## src/rtl/mem_copy_engine_if.sv

```systemverilog
// Data-memory bus used by mem_copy_engine.
// The master (the copy engine) drives the byte address, the write data and the
// write strobe. The slave (data memory, or the CPU/engine mux in front of it)
// returns read data combinationally from mem_addr and commits a write on
// posedge clk whenever mem_writeEnable is high.
//   mem_addr        master -> slave  byte address
//   mem_read        slave  -> master read data for mem_addr
//   mem_writeData   master -> slave  write data
//   mem_writeEnable master -> slave  write strobe
interface mem_copy_engine_if #(
  parameter int ADDR_W = 32
);
  logic [ADDR_W-1:0] mem_addr;
  logic [31:0]       mem_read;
  logic [31:0]       mem_writeData;
  logic              mem_writeEnable;

  modport master (
    output mem_addr,
    output mem_writeData,
    output mem_writeEnable,
    input  mem_read
  );

  modport slave (
    input  mem_addr,
    input  mem_writeData,
    input  mem_writeEnable,
    output mem_read
  );
endinterface

```

## src/rtl/mem_copy_engine.sv

```systemverilog
// mem_copy_engine: moves blocks of 32-bit words through the data-memory port
// without CPU involvement. Two jobs are supported: forward copy (src -> dst,
// ascending, one READ cycle then one WRITE cycle per word) and constant fill
// (fill_data -> dst, one WRITE cycle per word). busy selects the engine on the
// external memory mux.
// Ports:
//   clk, reset          clock and synchronous active-high reset
//   start, fill         job request (honoured only in IDLE) and job type
//   src_addr, dst_addr  word-aligned byte addresses of the first words
//   count               number of words (0 completes immediately)
//   fill_data           word written by a fill job
//   busy, done, err     in-progress flag, completion pulse, rejected-start pulse
//   mem                 master side of the data-memory bus
module mem_copy_engine #(
  parameter int CNT_W  = 16,
  parameter int ADDR_W = 32
) (
  input  logic              clk,
  input  logic              reset,
  input  logic              start,
  input  logic              fill,
  input  logic [ADDR_W-1:0] src_addr,
  input  logic [ADDR_W-1:0] dst_addr,
  input  logic [CNT_W-1:0]  count,
  input  logic [31:0]       fill_data,
  output logic              busy,
  output logic              done,
  output logic              err,
  mem_copy_engine_if.master mem
);

  typedef enum logic [1:0] {
    IDLE,
    READ,
    WRITE,
    DONE
  } state_t;

  state_t            state;
  state_t            state_next;
  logic              fill_mode;
  logic [ADDR_W-1:0] src_ptr;
  logic [ADDR_W-1:0] dst_ptr;
  logic [CNT_W-1:0]  remaining;
  logic [31:0]       fill_word;
  logic [31:0]       data_buf;
  logic              misaligned;

  // A source address only matters for copies; fills ignore src_addr entirely.
  assign misaligned = (dst_addr[1:0] != 2'b00) || (!fill && (src_addr[1:0] != 2'b00));

  // State register.
  always_ff @(posedge clk) begin
    if (reset) begin
      state <= IDLE;
    end else begin
      state <= state_next;
    end
  end

  // Next-state decode. A rejected start stays in IDLE; the err pulse comes
  // from the datapath register below.
  always_comb begin
    state_next = state;
    case (state)
      IDLE: begin
        if (start && !misaligned) begin
          if (count == '0) begin
            state_next = DONE;
          end else if (fill) begin
            state_next = WRITE;
          end else begin
            state_next = READ;
          end
        end
      end
      READ:  state_next = WRITE;
      WRITE: begin
        if (remaining == CNT_W'(1)) begin
          state_next = DONE;
        end else if (fill_mode) begin
          state_next = WRITE;
        end else begin
          state_next = READ;
        end
      end
      DONE:    state_next = IDLE;
      default: state_next = IDLE;
    endcase
  end

  // Job registers. Arguments are latched only when IDLE accepts a start, so
  // starts seen while busy or in DONE leave the running job untouched.
  // Pointers wrap naturally modulo 2^ADDR_W.
  always_ff @(posedge clk) begin
    if (reset) begin
      fill_mode <= 1'b0;
      src_ptr   <= '0;
      dst_ptr   <= '0;
      remaining <= '0;
      fill_word <= '0;
      data_buf  <= '0;
      err       <= 1'b0;
    end else begin
      err <= 1'b0;
      case (state)
        IDLE: begin
          if (start) begin
            fill_mode <= fill;
            src_ptr   <= src_addr;
            dst_ptr   <= dst_addr;
            remaining <= count;
            fill_word <= fill_data;
            err       <= misaligned;
          end
        end
        READ: begin
          data_buf <= mem.mem_read;
        end
        WRITE: begin
          dst_ptr   <= dst_ptr + ADDR_W'(4);
          remaining <= remaining - CNT_W'(1);
          if (!fill_mode) begin
            src_ptr <= src_ptr + ADDR_W'(4);
          end
        end
        default: begin
        end
      endcase
    end
  end

  // Output decode from registered state only. Reset also forces the strobe
  // low combinationally so that a reset arriving during a WRITE cycle
  // prevents that word from being committed by the memory at the same edge.
  always_comb begin
    busy                = 1'b0;
    done                = 1'b0;
    mem.mem_addr        = '0;
    mem.mem_writeData   = '0;
    mem.mem_writeEnable = 1'b0;
    if (!reset) begin
      case (state)
        READ: begin
          busy         = 1'b1;
          mem.mem_addr = src_ptr;
        end
        WRITE: begin
          busy                = 1'b1;
          mem.mem_addr        = dst_ptr;
          mem.mem_writeEnable = 1'b1;
          mem.mem_writeData   = fill_mode ? fill_word : data_buf;
        end
        DONE: begin
          done = 1'b1;
        end
        default: begin
        end
      endcase
    end
  end

endmodule

```

## src/flat_wrapper.sv

```systemverilog
// flat-port wrapper written by rule: the top's interface ports become plain ports
module mem_copy_engine_flat 
#(
  parameter int CNT_W  = 16,
  parameter int ADDR_W = 32
)
  (clk, reset, start, fill, src_addr, dst_addr, count, fill_data, busy, done, err, mem_mem_addr, mem_mem_writeData, mem_mem_writeEnable, mem_mem_read);
  mem_copy_engine_if #(.ADDR_W(ADDR_W)) mem_i ();
  input  logic clk;
  input  logic reset;
  input  logic start;
  input  logic fill;
  input  logic [ADDR_W-1:0] src_addr;
  input  logic [ADDR_W-1:0] dst_addr;
  input  logic [CNT_W-1:0] count;
  input  logic [31:0] fill_data;
  output logic busy;
  output logic done;
  output logic err;
  output wire logic [$bits(mem_i.mem_addr)-1:0] mem_mem_addr;
  output wire logic [$bits(mem_i.mem_writeData)-1:0] mem_mem_writeData;
  output wire logic [$bits(mem_i.mem_writeEnable)-1:0] mem_mem_writeEnable;
  input wire logic [$bits(mem_i.mem_read)-1:0] mem_mem_read;
  assign mem_mem_addr = mem_i.mem_addr;
  assign mem_mem_writeData = mem_i.mem_writeData;
  assign mem_mem_writeEnable = mem_i.mem_writeEnable;
  assign mem_i.mem_read = mem_mem_read;
  mem_copy_engine #(.CNT_W(CNT_W), .ADDR_W(ADDR_W)) u_core (.clk(clk), .reset(reset), .start(start), .fill(fill), .src_addr(src_addr), .dst_addr(dst_addr), .count(count), .fill_data(fill_data), .busy(busy), .done(done), .err(err), .mem(mem_i));
endmodule
```

## config.mk

```make
export PLATFORM = sky130hd
export DESIGN_NAME = mem_copy_engine_flat
export DESIGN_NICKNAME = d
export VERILOG_FILES = /design/src/rtl/mem_copy_engine_if.sv /design/src/rtl/mem_copy_engine.sv /design/src/flat_wrapper.sv
export SDC_FILE = /design/constraint.sdc
export NUM_CORES = 1
export LEC_CHECK = 0
export CAP_MARGIN = 20
export CORE_MARGIN = 10
export CORE_UTILIZATION = 50
export DETAILED_ROUTE_END_ITERATION = 7
export GPL_ROUTABILITY_DRIVEN = 1
export PLACE_DENSITY_LB_ADDON = 0.12
export SETUP_SLACK_MARGIN = 0.5
export SLEW_MARGIN = 20
export SYNTH_ARGS = -nofsm -noshare
export SYNTH_HDL_FRONTEND = slang
export SYNTH_SLANG_ARGS = --single-unit
```

## constraint.sdc

```tcl
create_clock -name clk -period 2.62 [get_ports clk]
set_input_delay 0.524 -clock clk [delete_from_list [all_inputs] [get_ports clk]]
set_output_delay 0.524 -clock clk [all_outputs]
set_load 0.03 [all_outputs]
```

==> summary by stage, run 1 <==
Detailed routing
After detailed routing, the number of vias per cell comes to 6.11. The residual DRC count is 0. The detail route stage leaves a number of antenna-violating nets equal to 0. The detailed-route wire length per cell is 20.5 um. The first routing iteration left 797 violations. Wires add up to 32,300 um. The routed layout has 9,639 vias. Before antenna repair, the detailed router went through 6 iterations.

Critical path
The critical path's slowest cell is sky130_fd_sc_hd__dfxtp_2. The maximum single-stage delay on the critical path is 0.36 ns. Of all nets on the critical path, the largest fanout is 8. The critical path data required time is 2.10 ns. The signal on the critical path passes through inv_4 > ha_4 > buf_12 > clkbuf_16 > a22oi_2 > nor2_4 > buf_6.

The startpoint identified for the worst register-to-register timing path is u_core.state[0]$_SDFFE_PP0P_. The arrival time of data at the critical path endpoint is 1.83 ns. The worst setup path is of the register to output port kind. The worst setup path is launched from a register. The worst setup path is captured at an output port. The number of buffer and inverter stages on the critical path is 4. Broken down by cell family, the worst path's largest delay share belongs to buffers and inverters.

The launching instance or port of the critical path is u_core.state[0]$_SDFFE_PP0P_.

Global route
The global-route wire length before repair is 48,500 um. Global routing consumed, over all layers together, 26.7% of the routing resources. For this run, global-route usage on met1 was measured as 31.3%. The global-route track usage on met3 is 9.72%. The total overflow reported by the global router is 0. The pin count of the biggest net entering global routing is 53. The initial antenna violation count came to 1. The met2 usage is 43.1%. After global routing, the most crowded layer is met2. The number of global-route vias before repair came to 9,197.

Pwr
The largest vdd supply drop is 0.664 mV. The design draws 13.2 mW. The total power density per cell area is 1030 mW/mm2. The static leakage is 4.58 nW.

Yosys
The async set-or-reset flop fraction in the synthesized netlist is 0%. The cell area that synthesis handed to floorplanning was 0.00843 mm2. The synthesized netlist cell count is 1,121. Summing the sequential cell areas from Yosys gives 35.2% of the chip area. Yosys attributes the largest share of cell area to sky130_fd_sc_hd__dfxtp_1 35%, sky130_fd_sc_hd__mux2i_1 9.0%, sky130_fd_sc_hd__a21oi_1 7.5%. The number of flip-flops and latches in the synthesized netlist is 148. Of all cell types, the one taking the most synthesized area is sky130_fd_sc_hd__dfxtp_1. Yosys mapped a number of flops with a built-in enable equal to 0. After synthesis, the netlist uses 61 different library cells. During synthesis, Yosys emitted a total of 0 warnings. The share of the synthesized area in the top cell type is 35.2%. The number of nets in the synthesized netlist is 1,278. A synthesized cell averages 7.52 um2. The most common flop cell mapped by yosys is sky130_fd_sc_hd__dfxtp_1.

Floorplan
For this design the top-level I/O count stands at 216. The die height is 150 um. The floorplan row count is 47.

The placeable core area is 0.0165 mm2. The die width is 150 um. The floorplan step defined a die boundary enclosing 0.0224 mm2. The starting density of the core is 51.0%.

STA
The setup clock skew after layout is 0.00604 ns. The slew at the pin closest to its max-slew limit is 0.611 ns. The fmax is 424 MHz. The worst path in the final design needs a cycle of 2.36 ns, including I/O delays and setup. The setup-violating endpoint count in the final report is 0. Adding up every negative setup slack in the final design gives 0 ns. The headroom to the max-slew limit is 59.3%.

Setup repair after global routing could not meet its margin everywhere. Once routing completed, OpenROAD measured the worst setup slack at 0.263 ns. The tightest hold margin is 0.457 ns. The final number of max-transition violations came to 0.

The count of endpoints failing hold in the final timing report is 0. The final worst-path cycle share is 90.0%.

Placed design
The congestion estimate from routability-driven global placement came to 0.929. The minimum setup slack after placement is 0.142 ns. The final HPWL from detailed placement is 20,400 um.

In this run the cell area measured after placement is 0.0111 mm2. The port buffer count is 215.

Clock tree
The H-tree generated during clock tree synthesis spans 4 levels. Clock tree synthesis inserted a total of 17 buffers. The worst-skew pair later-pin latency is 0.43 ns. The longest clock path from root to sink contains 2 buffers. The clock transition at the registers of the reported paths is 0.07 ns.

TritonCTS built the clock tree. In this run the clock root is driven by a sky130_fd_sc_hd__clkbuf_16. For this design, the sink count on the clock tree is 148.

Layout
The layout cell share with drive strength beyond 1 is 23.7%. After routing the design area is 0.0128 mm2. The area added between synthesis and finish is 51.7%.

For this run, the post-layout net count is 1,501.

Job
Across the run, the number of max-cap violations was 0.

Min path
The worst hold path begins at u_core.fill_word[29]$_SDFFE_PP0P_. The type of the worst min-delay path is register to register.

Status
The flow ran to the end, and the final reports show no timing, DRC or antenna violations.
==> path summary, 6_finish.rpt <==
| kind | to | slack [ns] | cells after the start |
|---|---|---|---|
| max | mem_mem_addr[15] | 0.26 | 7 |
| min | u_core.fill_word[29]$_SDFFE_PP0P_ | 0.46 | 2 |
| max reg2reg | u_core.src_ptr[27]$_SDFFE_PP0P_ | 0.43 | 9 |
| min reg2reg | u_core.fill_word[29]$_SDFFE_PP0P_ | 0.46 | 2 |
==> worst reg2reg max path, delay by kind of cell (launching register included) <==
family | cells | cell delay [ns]
simple gates | 3 | 0.72
mux | 1 | 0.26
flops | 1 | 0.34
compound gates | 1 | 0.12
fa+ha+maj | 1 | 0.30
buf+inv | 3 | 0.38
==> layout make-up <==
cell class	count	area (um2)
Tap cell	220	275
Clock inverter	14	145
Inverter	21	88.8
Timing Repair Buffer	295	3160
Multi-Input combinational cell	861	5700
Fill cell	1154	3740
Sequential cell	148	2970
Antenna cell	1	2.50
Clock buffer	18	439
==> kinds of logic (layout without fill, tap and decap cells) <==
group           count (synthesis)  in the layout  share of synthesized area (%)
compound gates                299            299                           21.7
fa+ha+maj                       9              9                           1.34
buf+inv                       113            348                           5.27
flops                         148            148                           35.2
mux                            84             85                           10.1
other cells                     0              1                              0
simple gates                  468            468                           26.4
==> cells in the mapped netlist, types with 8 or more instances <==
| cell | instances |
|---|---|
| sky130_fd_sc_hd__buf_2 | 16 |
| sky130_fd_sc_hd__nand4_1 | 19 |
| sky130_fd_sc_hd__mux2i_1 | 76 |
| sky130_fd_sc_hd__nor2_1 | 149 |
| sky130_fd_sc_hd__inv_1 | 20 |
| sky130_fd_sc_hd__and2_1 | 13 |
| sky130_fd_sc_hd__nand3_1 | 31 |
| sky130_fd_sc_hd__o21ai_0 | 53 |
| sky130_fd_sc_hd__buf_1 | 10 |
| sky130_fd_sc_hd__and4_1 | 9 |
| sky130_fd_sc_hd__a21oi_1 | 126 |
| sky130_fd_sc_hd__dfxtp_1 | 148 |
| sky130_fd_sc_hd__a31oi_1 | 10 |
| sky130_fd_sc_hd__a211oi_1 | 16 |
| sky130_fd_sc_hd__a22oi_1 | 27 |
| sky130_fd_sc_hd__mux2_2 | 8 |
| sky130_fd_sc_hd__nand2_1 | 141 |
| sky130_fd_sc_hd__and3_1 | 25 |
| sky130_fd_sc_hd__ha_1 | 9 |
| sky130_fd_sc_hd__o22ai_1 | 17 |
| sky130_fd_sc_hd__nor3_1 | 24 |
| sky130_fd_sc_hd__nor4_1 | 19 |
| sky130_fd_sc_hd__nor2b_1 | 12 |
| sky130_fd_sc_hd__clkbuf_1 | 66 |
==> power breakdown <==
part | switching (mW) | internal, mW
Combinational | 3.91 | 3.11
Sequential | 0.814 | 2.91
Clock | 1.08 | 1.36
Total | 5.81 | 7.39
==> state kept, by name, indices dropped and copies added (netlist names) <==
signal and cells:
u_core.fill_mode 1, u_core.fill_word 32, u_core.err 1, u_core.src_ptr 32
u_core.data_buf 32, u_core.remaining 16, u_core.dst_ptr 32, u_core.state 2
==> metal layers <==
| metal | wire, um | vias up | part of all wire (%) |
|---|---|---|---|
| met3 | 3670 | 86 | 11 |
| met5 | 0 | - | 0 |
| li1 | - | 4507 | - |
| met4 | 1100 | 0 | 3.4 |
| met1 | 12100 | 4445 | 37 |
| met2 | 15400 | 601 | 48 |
==> cell usage in the layout, fill, tap and decap left out, drive strengths merged, types with 10 or more instances in the layout <==
cell | Yosys | final
mux2i | 76 | 76
clkdlybuf4s50 | 0 | 147
nand4 | 22 | 22
a22oi | 27 | 27
nor3 | 25 | 25
a211oi | 17 | 17
o21ai | 53 | 53
nand3 | 32 | 32
and2 | 13 | 13
a21oi | 126 | 126
nor2 | 149 | 149
nor4 | 22 | 22
nor2b | 12 | 12
clkbuf | 66 | 22
a31oi | 10 | 10
inv | 21 | 26
dfxtp | 148 | 148
nand2 | 141 | 141
o22ai | 17 | 17
and3 | 25 | 25
buf | 26 | 143
==> timing repair <==
action | 4_1_cts | 5_1_grt
setup buffers | 17 | 19
endpoints found under the setup margin | 129 | 98
cloned | 6 | 6
resized for setup | 92 | 55
hold buffers | 0 | 0
pin swaps | 27 | 19
==> stage by stage <==
step,std cells,utilization (%)
6_report,1578,77.3
5_1_grt,1577,77.3
4_1_cts,1552,74.5
3_5_place_dp,1497,66.9
3_3_place_gp,1497,66.9
2_1_floorplan,1121,-
No activity file was read; power rests on OpenSTA's default activity.
==> inputs of run 2 (changes only) <==
CORE_UTILIZATION = 29   (was 50)
CTS_CLUSTER_SIZE = 16   (was unset)
SKIP_CTS_REPAIR_TIMING = 1   (was unset)
==> run 2 against run 1 <==
Sequential power about the same. Critical path depth is the same. Via count decreased by 5.4%. Combinational power fell by 3%. Utilization decreased by 33 points. Sequential share of layout area is 0.12 points lower. Highest routed layer is now met5. Fmax is 3.4% higher. Largest power group unchanged. Clock power rose by 3%.
==> summary by stage, run 2 (same netlist as run 1, synthesis figures left out) <==
Detailed routing
The detailed-route wire length per cell came to 19.7 um (was 20.5 um). The number of DRC markers in iteration 0 came to 632 (was 797). The total via count in the routed design is 9,119 (was 9,639). The iteration count of the initial detailed-routing pass is 5 (was 6). The average via count per standard cell is 5.21 (was 6.11). The count of nets left with antenna violations after detail routing is 0 (unchanged). The residual DRC count is 0 (unchanged). The total routed wirelength is 34,400 um (was 32,300 um).

Pwr
The largest vdd supply drop is 0.507 mV (was 0.664 mV). The combinational power share came to 52.4% (was 53.2%). The post-layout total power was 13.1 mW (was 13.2 mW). The switching power of the nets is 5.81 mW (about the same). The design internal power is 7.24 mW (was 7.39 mW). The total power density per cell area came to 1010 mW/mm2 (was 1030 mW/mm2).

The power share of the clock group was 19.3% (was 18.5%). The static leakage came to 4.58 nW (about the same). The switching share of power is 44.5% (was 44.0%). The part of the total power dissipated in sequential elements was 28.4% (was 28.2%).

Global route
The total overflow reported by the global router is 0 (unchanged). The overall fraction of global-route tracks in use is 17.8% (was 26.7%). The pin count of the biggest net entering global routing is 88 (was 53).

The initial antenna violation count came to 6 (was 1). The global-route wire length before repair is 51,400 um (was 48,500 um). The number of global-route vias before repair is 8,802 (was 9,197).

Critical path
The worst setup slack for register-to-register paths is 0.40 ns (was 0.43 ns). The launching instance or port of the critical path was u_core.state[0]$_SDFFE_PP0P_ (unchanged). The nature of the critical path startpoint is a register (unchanged). The origin of the critical flop-to-flop path is u_core.state[0]$_SDFFE_PP0P_ (unchanged).

The critical path capture point is mem_mem_addr[28] (was mem_mem_addr[15]). The critical path data required time is 2.10 ns (about the same). The capture point of the worst reg-to-reg path is u_core.src_ptr[27]$_SDFFE_PP0P_ (unchanged). The maximum net fanout on the critical path came to 8 (unchanged). The start-to-end type of the worst setup path is register to output port (unchanged). The endpoint type of the worst setup path was an output port (unchanged).

The arrival time of data at the critical path endpoint was 1.75 ns (was 1.83 ns). The length in cells of the worst reg-to-reg path is 8 (was 9).

Placed design
The final HPWL from detailed placement is 24,300 um (was 20,400 um). The cell count after placement was 1,680 (was 1,497). The minimum setup slack after placement is 0.122 ns (was 0.142 ns). The port buffer count is 215 (unchanged). The final weighted congestion in routability-driven placement is 0.902 (was 0.929).

STA
The slew at the pin closest to its max-slew limit is 1.06 ns (was 0.611 ns). The post-route setup TNS is 0 ns (unchanged). Unrepaired setup endpoints after global routing: true (unchanged). The headroom to the max-slew limit is 29.5% (was 59.3%). The shortest period the worst path allows is 2.28 ns (was 2.36 ns).

The count of endpoints failing hold in the final timing report came to 0 (unchanged). The worst path setup slack after routing is 0.341 ns (was 0.263 ns). The fmax came to 439 MHz (was 424 MHz). The setup clock skew after layout is 0.0160 ns (was 0.00604 ns).

The final number of max-transition violations is 0 (unchanged). The final worst-path cycle share was 87.0% (was 90.0%). The setup-violating endpoint count in the final report is 0 (unchanged).

Layout
The utilization after layout is 44.8% (was 77.3%). The final net count is 1,507 (was 1,501). The layout cell share with drive strength beyond 1 is 24.0% (was 23.7%).

The filler-free cell count of the finished design came to 1,749 (was 1,578). The most common cell after layout, fill and taps aside is sky130_fd_sc_hd__clkdlybuf4s50_1 (unchanged). The fill cell instance count of the final layout is 2,890 (was 1,154). Most frequent cells in the layout: 147 x sky130_fd_sc_hd__clkdlybuf4s50_1, 140 x sky130_fd_sc_hd__dfxtp_1, 135 x sky130_fd_sc_hd__nand2_1, 116 x sky130_fd_sc_hd__a21oi_1, 100 x sky130_fd_sc_hd__nor2_1 (was 147 x sky130_fd_sc_hd__clkdlybuf4s50_1, 143 x sky130_fd_sc_hd__dfxtp_1, 135 x sky130_fd_sc_hd__nand2_1, 116 x sky130_fd_sc_hd__a21oi_1, 98 x sky130_fd_sc_hd__nor2_1). The area added between synthesis and finish is 52.7% (was 51.7%).

Floorplan
The top-level I/O count came to 216 (unchanged). The die height came to 190 um (was 150 um). The area of the die is 0.0363 mm2 (was 0.0224 mm2). The placeable core area was 0.0287 mm2 (was 0.0165 mm2). The starting density of the core is 29.4% (was 51.0%). The die width was 190 um (was 150 um). The floorplan row count is 62 (was 47).

Job
The max-capacitance violation count is 0 (unchanged).

Clock tree
The count of H-tree levels built during CTS was 4 (unchanged). The TritonCTS clock tree is done (unchanged). The total number of clock tree sinks came to 148 (unchanged). The number of CTS-inserted buffers is 17 (unchanged). The worst-skew pair later-pin latency is 0.44 ns (was 0.43 ns). The buffer depth of the longest clock path was 2 (unchanged). The clock tree root buffer cell is sky130_fd_sc_hd__clkbuf_16 (unchanged).

The clock transition at the registers of the reported paths is 0.07 ns (about the same).

Status
Result of the run: finished clean (unchanged).

Min path
The type of the worst min-delay path is register to register (unchanged).
[run 2: power groups by stage]
stage	combinational, mW	sequential, mW	clock, mW
5_1_grt	7.42	3.80	2.65
6_report	6.84	3.70	2.51
3_3_place_gp	5.75	3.65	0
2_1_floorplan	3.96	3.41	0
4_1_cts	5.80	3.60	2.57
3_5_place_dp	5.79	3.65	0
[run 2: metal layers]
layer	part of all wire, %	track usage [%]
met5	0.19	0
met1	44	22.8
met2	47	28.2
met3	7.2	5.50
met4	1.5	4.97
[run 2: worst min-delay path by stage]
stage               slack, ns                                end  depth (start not counted)                              start
finish                   0.45  u_core.fill_word[14]$_SDFFE_PP0P_                          2  u_core.fill_word[14]$_SDFFE_PP0P_
global route             0.47  u_core.fill_word[17]$_SDFFE_PP0P_                          2  u_core.fill_word[17]$_SDFFE_PP0P_
CTS                      0.46  u_core.fill_word[29]$_SDFFE_PP0P_                          2  u_core.fill_word[29]$_SDFFE_PP0P_
detailed placement       0.45  u_core.fill_word[29]$_SDFFE_PP0P_                          2  u_core.fill_word[29]$_SDFFE_PP0P_
global placement         0.44  u_core.fill_word[31]$_SDFFE_PP0P_                          2  u_core.fill_word[31]$_SDFFE_PP0P_
floorplan                0.44   u_core.fill_word[0]$_SDFFE_PP0P_                          2   u_core.fill_word[0]$_SDFFE_PP0P_
[run 2: final cells by class]
class | instances | area [um2] | area share, %
diodes | 2 | 5.00 | 0.0389
clock buffers | 17 | 425 | 3.31
clock inverters | 15 | 174 | 1.35
inverters | 21 | 98.8 | 0.768
multi-input cells | 860 | 5630 | 43.8
flip-flops and latches | 148 | 2980 | 23.1
well taps | 384 | 480 | 3.74
repair buffers | 302 | 3070 | 23.9
[run 2: critical path, cell delays in order, from the launching register on]
cell and delay (ns):
sky130_fd_sc_hd__dfxtp_2 0.36, sky130_fd_sc_hd__inv_4 0.06, sky130_fd_sc_hd__ha_4 0.21, sky130_fd_sc_hd__buf_12 0.16, sky130_fd_sc_hd__buf_12 0.12, sky130_fd_sc_hd__a22oi_2 0.24
sky130_fd_sc_hd__nor2_4 0.05, sky130_fd_sc_hd__buf_6 0.14
[run 2: through the flow]
| step | hold slack [ns] | cell area (um2) |
|---|---|---|
| after detailed placement | 0.446 | 11500 |
| after global routing | 0.472 | 12900 |
| after global placement | 0.441 | 11500 |
| after CTS | 0.457 | 12100 |
| after floorplan | 0.436 | 8780 |
| final | 0.454 | 12900 |
==> edit: new RTL, config.mk and constraints of run 1 <==
`ADDR_W` is set to 32 in 3 places; all go to 16.
--- a/src/rtl/mem_copy_engine_if.sv
+++ b/src/rtl/mem_copy_engine_if.sv
@@ -8,7 +8,7 @@
 //   mem_writeData   master -> slave  write data
 //   mem_writeEnable master -> slave  write strobe
 interface mem_copy_engine_if #(
-  parameter int ADDR_W = 32
+  parameter int ADDR_W = 16
 );
   logic [ADDR_W-1:0] mem_addr;
   logic [31:0]       mem_read;
--- a/src/rtl/mem_copy_engine.sv
+++ b/src/rtl/mem_copy_engine.sv
@@ -13,7 +13,7 @@
 //   mem                 master side of the data-memory bus
 module mem_copy_engine #(
   parameter int CNT_W  = 16,
-  parameter int ADDR_W = 32
+  parameter int ADDR_W = 16
 ) (
   input  logic              clk,
   input  logic              reset,
--- a/src/flat_wrapper.sv
+++ b/src/flat_wrapper.sv
@@ -2,7 +2,7 @@
 module mem_copy_engine_flat 
 #(
   parameter int CNT_W  = 16,
-  parameter int ADDR_W = 32
+  parameter int ADDR_W = 16
 )
   (clk, reset, start, fill, src_addr, dst_addr, count, fill_data, busy, done, err, mem_mem_addr, mem_mem_writeData, mem_mem_writeEnable, mem_mem_read);
   mem_copy_engine_if #(.ADDR_W(ADDR_W)) mem_i ();
Interface: changed (resized dst_addr, mem_mem_addr and src_addr); port bits go from 216 to 168. The function was not compared with the original's and may differ.
==> edit against run 1 <==
Wire length is 31% lower. Count of clock-buffer cells in the layout is 3 higher. Critical endpoint is now mem_mem_addr[11]. Total power shrank 35%. Cell area fell by 28%. Maximum frequency increased by 4.8%. Sequential share of layout area increased by 2.0 points. Sequential power is 24% lower. Global-route usage decreased by 1.1 points. Via count decreased by 29%. Clock skew rose by 0.0019 ns. Sequential cell count fell by 32. Synthesized area down 27%. Setup slack improved by 0.11 ns.
==> edit: results (changes against run 1) <==
fin nets 1,088 (-28%); share of post-route cells with drive strength above 1 0.2008 (-0.03647); slowest CP cell dfxtp_4; Synth Area in Adders 0.01828 (+0.004917); first-pass GRT wire length 35,020 um (-28%); mux contribution to synthesized area 0.1176 (+0.01663); Non-clk invs 16 (-24%); initial antenna violation count 0 (-1); Post-DP Area 0.008005 mm2 (-28%); grt met1 use 0.2952 (-0.01802); Area Growth Syn to Fin 49.93%; outcome finished clean; Worst Skew 0.007893 ns (+0.001854 ns); complex-gate fraction of the synthesized area 0.1879 (-0.02921); Met1 Wirelength 8584 um (-29%); clock buffer count 21 (+3); DR vias 6,862 (-29%); pin count of the biggest net entering global routing 60 (+13%); total iterations of the first detailed-routing run 5 (-1); met3 GRT Util 0.1031 (+0.005920); Seq/total area 0.2527 (+0.02017); Ant. Diodes 0 (-1); Signal buf overhead 0.2380 (-0.008946); Met3 Wirelength 2215 um (-40%); Non-clock buffers 214 (-27%); Post-synth top cells 116 x dfxtp_1, 114 x nor2_1, 103 x nand2_1, 76 x a21oi_1, 69 x mux2i_1; Synth Net Count 913 (-29%); Unique masters post-synth 60 (-1.6%); Slew @ Worst Pin 0.8227 ns (+0.2116 ns); Max Fanout on Critical Path 6 (-2); total clock sinks 116 (-22%); fraction of area in multi-input gates 0.4196 (-0.02652)
-- edit: cell count changes after synthesis, sizes merged, moves of 24 or more --
cell and delta:
a21oi -49, clkbuf -27, dfxtp -32, nand2 -38
nor2 -35, o21ai -24
-- edit: report_power, final --
part	switching [mW]	internal, mW
Combinational	1.98	1.65
Clock	0.865	1.28
Sequential	0.566	2.27
-- edit: metrics by stage --
stage / util / cells / worst slack (ns)
3_3_place_gp: 0.6637 / 1092 / 0.2984
2_1_floorplan: - / 788 / 0.4360
4_1_cts: 0.7525 / 1143 / 0.3951
3_5_place_dp: 0.6637 / 1092 / 0.1562
5_1_grt: 0.7657 / 1144 / 0.3192
6_report: 0.7657 / 1144 / 0.3709
-- edit: what timing repair did --
action                     CTS  global route
setup endpoints to repair   66            52
pin swaps                    7             4
setup buffers               16             1
gates resized for setup    148            36
cloned                       3             0
-- edit: worst paths after layout --
path	cells after the start	startpoint	end	slack (ns)
setup reg to reg	8	u_core.state[0]	u_core.remaining[10]	0.53
hold reg to reg	2	u_core.fill_word[4]	u_core.fill_word[4]	0.45
setup / recovery	6	u_core.state[1]	mem_mem_addr[11]	0.37
hold / removal	2	u_core.fill_word[4]	u_core.fill_word[4]	0.45
-- edit: logic make-up after synthesis --
family          Yosys count
compound gates          185
fa+ha+maj                 9
buf+inv                  75
flops                   116
mux                      72
simple gates            331
-- edit: worst reg2reg max path: stages (launching register included) --
cell       delay [ns]
dfxtp_4          0.36
inv_4            0.08
ha_4             0.20
buf_12           0.12
buf_4            0.11
or4b_4           0.49
nor2_4           0.13
a31oi_2          0.11
a2111oi_1        0.38
